$ cat src/rtl/mem_arbiter.sv
// Memory arbiter that serves I-cache fills, D-cache fills and D-cache dirty-line writebacks over one memory port.
// Define MEM_ARB_RR_EN to switch D-side/I-side arbitration from fixed priority to round-robin.
module mem_arbiter (
    input  logic        clk,
    input  logic        rst_n,
    input  logic        i_req,
    input  logic [13:0] i_addr,
    input  logic        d_req,
    input  logic [13:0] d_addr,
    input  logic        d_wb_req,
    input  logic [13:0] d_wb_addr,
    input  logic [63:0] d_wb_data,
    output logic        i_vld,
    output logic        d_vld,
    output logic        d_wb_done,
    output logic [63:0] rd_line,
    output logic        mem_re,
    output logic        mem_we,
    output logic [13:0] mem_addr,
    output logic [63:0] mem_wdata,
    input  logic [63:0] mem_rdata,
    input  logic        mem_rdy,
    output logic        busy
);

    typedef enum logic [2:0] {
        IDLE   = 3'd0,
        WB     = 3'd1,
        D_FILL = 3'd2,
        I_FILL = 3'd3,
        DONE   = 3'd4
    } state_t;

    state_t      state_r;
    state_t      next_state_s;
    logic        re_s;
    logic        we_s;
    logic        i_vld_s;
    logic        d_vld_s;
    logic        wb_done_s;
    logic        busy_s;
    logic [13:0] addr_s;
    logic [63:0] wdata_s;
    logic [63:0] line_s;
    logic        grant_wb_s;
    logic        grant_d_s;
    logic        grant_i_s;
`ifdef MEM_ARB_RR_EN
    logic        last_d_r;
    logic        last_d_s;
    logic        d_side_s;
`endif

    // Next-state and next-output decode; every output is held unless a transition changes it.
    always_comb begin
        next_state_s = state_r;
        re_s         = mem_re;
        we_s         = mem_we;
        addr_s       = mem_addr;
        wdata_s      = mem_wdata;
        line_s       = rd_line;
        i_vld_s      = 1'b0;
        d_vld_s      = 1'b0;
        wb_done_s    = 1'b0;
`ifdef MEM_ARB_RR_EN
        // The side not served last wins a collision; wb still beats fill inside D.
        last_d_s     = last_d_r;
        d_side_s     = (d_wb_req | d_req) & (~i_req | ~last_d_r);
        grant_wb_s   = d_side_s & d_wb_req;
        grant_d_s    = d_side_s & ~d_wb_req & d_req;
        grant_i_s    = ~d_side_s & i_req;
`else
        grant_wb_s   = d_wb_req;
        grant_d_s    = ~d_wb_req & d_req;
        grant_i_s    = ~d_wb_req & ~d_req & i_req;
`endif
        case (state_r)
            IDLE: begin
                if (grant_wb_s) begin
                    next_state_s = WB;
                    we_s         = 1'b1;
                    addr_s       = d_wb_addr;
                    wdata_s      = d_wb_data;
                end else if (grant_d_s) begin
                    next_state_s = D_FILL;
                    re_s         = 1'b1;
                    addr_s       = d_addr;
                end else if (grant_i_s) begin
                    next_state_s = I_FILL;
                    re_s         = 1'b1;
                    addr_s       = i_addr;
                end else begin
                    next_state_s = IDLE;
                end
`ifdef MEM_ARB_RR_EN
                if (grant_wb_s | grant_d_s) begin
                    last_d_s = 1'b1;
                end else if (grant_i_s) begin
                    last_d_s = 1'b0;
                end else begin
                    last_d_s = last_d_r;
                end
`endif
            end
            WB: begin
                if (mem_rdy) begin
                    next_state_s = DONE;
                    we_s         = 1'b0;
                    wb_done_s    = 1'b1;
                end else begin
                    next_state_s = WB;
                end
            end
            D_FILL: begin
                if (mem_rdy) begin
                    next_state_s = DONE;
                    re_s         = 1'b0;
                    line_s       = mem_rdata;
                    d_vld_s      = 1'b1;
                end else begin
                    next_state_s = D_FILL;
                end
            end
            I_FILL: begin
                if (mem_rdy) begin
                    next_state_s = DONE;
                    re_s         = 1'b0;
                    line_s       = mem_rdata;
                    i_vld_s      = 1'b1;
                end else begin
                    next_state_s = I_FILL;
                end
            end
            DONE: begin
                next_state_s = IDLE;
            end
            default: begin
                next_state_s = IDLE;
                re_s         = 1'b0;
                we_s         = 1'b0;
            end
        endcase
        busy_s = (next_state_s != IDLE);
    end

    // State and registered outputs; reset abandons any in-flight transfer.
    always_ff @(posedge clk or negedge rst_n) begin
        if (!rst_n) begin
            state_r   <= IDLE;
            mem_re    <= 1'b0;
            mem_we    <= 1'b0;
            mem_addr  <= 14'd0;
            mem_wdata <= 64'd0;
            rd_line   <= 64'd0;
            i_vld     <= 1'b0;
            d_vld     <= 1'b0;
            d_wb_done <= 1'b0;
            busy      <= 1'b0;
        end else begin
            state_r   <= next_state_s;
            mem_re    <= re_s;
            mem_we    <= we_s;
            mem_addr  <= addr_s;
            mem_wdata <= wdata_s;
            rd_line   <= line_s;
            i_vld     <= i_vld_s;
            d_vld     <= d_vld_s;
            d_wb_done <= wb_done_s;
            busy      <= busy_s;
        end
    end

`ifdef MEM_ARB_RR_EN
    // Last-grant flop; reset value favours the D side on the first collision.
    always_ff @(posedge clk or negedge rst_n) begin
        if (!rst_n) begin
            last_d_r <= 1'b0;
        end else begin
            last_d_r <= last_d_s;
        end
    end
`endif

endmodule

$ cat config.mk
export PLATFORM = sky130hd
export DESIGN_NAME = mem_arbiter
export DESIGN_NICKNAME = d
export VERILOG_FILES = /design/src/rtl/mem_arbiter.sv
export SDC_FILE = /design/constraint.sdc
export NUM_CORES = 1
export LEC_CHECK = 0
export ABC_CLOCK_PERIOD_IN_PS = 1700
export CAP_MARGIN = 0
export CORE_ASPECT_RATIO = 2
export CORE_MARGIN = 2
export CORE_UTILIZATION = 37
export CTS_BUF_LIST = sky130_fd_sc_hd__clkbuf_2 sky130_fd_sc_hd__clkbuf_4 sky130_fd_sc_hd__clkbuf_8
export CTS_CLUSTER_DIAMETER = 40
export DETAILED_ROUTE_END_ITERATION = 8
export PLACE_DENSITY_LB_ADDON = 0.08
export SYNTH_ARGS = -nofsm -noshare
export SYNTH_HDL_FRONTEND = slang
export SYNTH_SLANG_ARGS = --single-unit
$ cat constraint.sdc
create_clock -name clk -period 1.7 [get_ports clk]
set_clock_uncertainty 0.2 [all_clocks]
set_input_delay 0.34 -clock clk [delete_from_list [all_inputs] [get_ports clk]]
set_output_delay 0.34 -clock clk [all_outputs]
set_load 0.03 [all_outputs]
==> flow_summary.yaml, run 1 <==
clocking:
  path_clk_slew_ps: 80
  cts_buffers: 17
  root_buffer: "clkbuf_8"
  htree_levels: 4
  clk_path_buf_depth: 2
  cts_tree: "built"
  clock_sinks: 151
  clock_latency_ps: 440
sta:
  layout_min_cycle_time_ps: 1810
  tightest_slew_ps: 508
  maxSlewViolCount: 0
  hold_viol: 0
  finalWorstSetupSlack_ps: -112
  hold_slack_ps: 131
  finalSetupViolCount: 60
  setup-tns-final_ps: -2580
  min_period_over_period_pct: 107
  rsz0062_at_grt: "yes"
  max_freq_mhz: 552
  timing.max_slew.rel_slack_pct: 65.9
floorplanning:
  dieArea_um2: 18000
  coreArea_um2: 16600
  row_count: 67
  start_util_pct: 37.5
  die_h_um: 188
  ios: 324
  die_x_um: 95.8
detailed_routing:
  wl_um: 16800
  drt_iter0_drc: 113
  via_per_inst: 4.68
  wl_per_cell_um: 17.2
  drtPass1Iterations: 4
  drc: 0
  vias: 4549
  ant_nets: 0
layout:
  antenna_cells: 0
  final_area_um2: 10200
  area_growth_pct: 63.5
  nNetsFinal: 930
  fillers: 1359
  drive_gt1_share_pct: 49.0
  instances_no_fill: 973
synthesis:
  ys_seq_area_share_pct: 60.7
  synth-simple-area-share_pct: 2.89
  synth_compound_area_share_pct: 1.87
  syn_avg_cell_area_um2: 16.2
  synthCells: 385
  netlist_area_um2: 6230
  synth_mux_area_share_pct: 31.5
  synth.distinct_cells: 24
  yosys_warnings: 0
  synthXorXnorAreaFrac_pct: 0
  syn_nets: 561
  synth_fa_ha_area_share_pct: 0
  synth_top_family_by_area: "multiplexers"
  ys_seq_elements: 151
critical_path:
  crit_type: "flop to flop"
  regToRegEndpoint: "mem_wdata[55]$_DFFE_PN0P_"
  worstPathMaxFanout: 7
  critPathLaunch: "state_r[2]$_DFF_PN0_"
  end_kind: "flop"
  arrival_ps: 1950
  regToRegStartpoint: "state_r[2]$_DFF_PN0_"
  critPathLaunchType: "flop"
  reg2reg_depth: 7
  worst_ep_required_time_ps: 1830
  rrSetupSlack_ps: -110
pwr:
  p_leak_nw: 4.70
  p_comb_share_pct: 54.7
  netSwitchingFraction_pct: 40.3
  sequentialPowerShare_pct: 30.5
  p_switching_w: 0.00835
  clkPwrFrac_pct: 14.7
  intPower_w: 0.0124
  p_per_area_nw_per_um2: 2040
  ir_drop_uv: 998
status:
  status: "finished with violations"
  violations: "setup timing"
job:
  drv_cap: 0
min_path:
  hold_class: "primary input to async pin"
global_route:
  grt_pass1_vias: 4798
  overflow: 0
  grt_pass1_wl_um: 25600
  grt_max_degree: 50
  grt.total_usage_pct: 18.7
  antenna_found_initial: 0
placed_design:
  gp_congestion: 0.757
  portBuffers: 323
  place_area_um2: 9860
  numPlacedInstances: 918
  post-dp-hpwl_um: 11800
  pre_cts_ws_ps: -718
==> cell usage after synthesis (all sizes together) <==
library cell | number | area share, %
a21oi | 3 | 0.24
and2 | 1 | 0.10
buf | 18 | 2.8
clkbuf | 3 | 0.18
dfrtp | 151 | 61
inv | 2 | 0.12
mux2 | 142 | 29
mux2i | 14 | 2.2
nand2 | 15 | 0.90
nand2b | 3 | 0.30
nand3b | 2 | 0.24
nor2 | 5 | 0.34
nor2b | 2 | 0.20
nor3 | 1 | 0.080
nor3b | 1 | 0.12
nor4 | 1 | 0.34
nor4b | 1 | 0.14
o21ai | 17 | 1.4
o31a | 1 | 0.14
o31ai | 1 | 0.12
or4 | 1 | 0.12
==> worst max-delay path by stage <==
| stage | to | slack, ps | cells past startpoint |
|---|---|---|---|
| floorplan | mem_wdata[10]$_DFFE_PN0P_ | -2 | 5 |
| global placement | mem_addr[5]$_DFFE_PN0P_ | -650 | 4 |
| detailed placement | mem_addr[12]$_DFFE_PN0P_ | -720 | 4 |
| CTS | mem_wdata[29]$_DFFE_PN0P_ | -120 | 7 |
| global route | mem_wdata[14]$_DFFE_PN0P_ | -170 | 7 |
| finish | mem_wdata[55]$_DFFE_PN0P_ | -110 | 7 |
==> timing repair <==
item,CTS,global route
hold buffers,1,0
pin swaps,3,1
hold endpoints to repair,151,0
gates cloned,8,1
resized for setup,491,205
buffers inserted,18,1
endpoints found under the setup margin,286,195
==> flip-flops by register name, summed over array words and instances, names as in the netlist <==
| register | flops |
|---|---|
| mem_we | 1 |
| d_vld | 1 |
| rd_line | 64 |
| d_wb_done | 1 |
| mem_wdata | 64 |
| busy | 1 |
| mem_re | 1 |
| mem_addr | 14 |
| i_vld | 1 |
| state_r | 3 |
==> cell usage in the layout, fill, tap and decap left out, drive strengths merged, types with 4 or more instances in the layout <==
cell type,synthesis,layout
clkdlybuf4s15,0,26
clkdlybuf4s50,0,173
mux2i,14,14
bufinv,0,4
buf,18,169
mux2,142,142
nor2,5,5
clkbuf,3,24
dfrtp,151,151
o21ai,17,17
nand2,15,15
==> power groups by stage <==
stage	logic [W]	registers, W	clock network [W]
global placement	0.0119	0.00641	0
CTS	0.0124	0.00640	0.00316
global route	0.0119	0.00657	0.00331
finish	0.0114	0.00634	0.00306
floorplan	0.00341	0.00994	0
detailed placement	0.0120	0.00645	0
==> critical path, stage by stage, from the launching register on <==
cell,delay [ps]
dfrtp_1,410
buf_6,140
nor2b_4,90
and2_4,170
buf_12,150
buf_12,120
buf_16,120
mux2_4,300
==> cell families after synthesis <==
logic type,count (synthesis)
muxes,156
DFF,151
and+or+nand+nor,33
buffers and inverters,23
AOI/OAI and AO/OA,22
==> stage by stage <==
step	total power [W]	utilization, %
5_1_grt	0.0218	61.4
2_1_floorplan	0.0133	-
3_3_place_gp	0.0183	59.4
4_1_cts	0.0219	65.5
6_report	0.0208	61.4
3_5_place_dp	0.0184	59.4
==> routing by layer <==
metal  global-route usage [%]  share of wire (%)
met1                     22.1                 38
met2                     30.1                 49
met3                     7.51                 10
met4                     7.53                2.2
met5                        0                  0
==> cell type report <==
class | instances | area, um^2 | share of cell area (%)
multi-input combinational | 211 | 2290 | 22.5
timing repair buffer | 371 | 3400 | 33.4
clock inverter | 8 | 145 | 1.42
inverter | 2 | 7.51 | 0.0737
clock buffer | 23 | 298 | 2.92
tap | 207 | 259 | 2.54
sequential | 151 | 3780 | 37.1
(Power assumes the default switching activity.)
==> inputs of run 2 (changes only) <==
--- a/config.mk
+++ b/config.mk
@@ -14,6 +14,7 @@
 export CTS_CLUSTER_DIAMETER = 40
 export DETAILED_ROUTE_END_ITERATION = 8
 export PLACE_DENSITY_LB_ADDON = 0.08
+export SLEW_MARGIN = 15
 export SYNTH_ARGS = -nofsm -noshare
 export SYNTH_HDL_FRONTEND = slang
 export SYNTH_SLANG_ARGS = --single-unit
==> results of run 2 <==
The final DEF is identical to that of run 1; final timing and power are the same.
==> inputs of run 3 (changes only) <==
--- a/config.mk
+++ b/config.mk
@@ -5,7 +5,6 @@
 export SDC_FILE = /design/constraint.sdc
 export NUM_CORES = 1
 export LEC_CHECK = 0
-export ABC_CLOCK_PERIOD_IN_PS = 1700
 export CAP_MARGIN = 0
 export CORE_ASPECT_RATIO = 2
 export CORE_MARGIN = 2
==> results of run 3 <==
The final DEF is identical to that of run 1; final timing and power are the same.
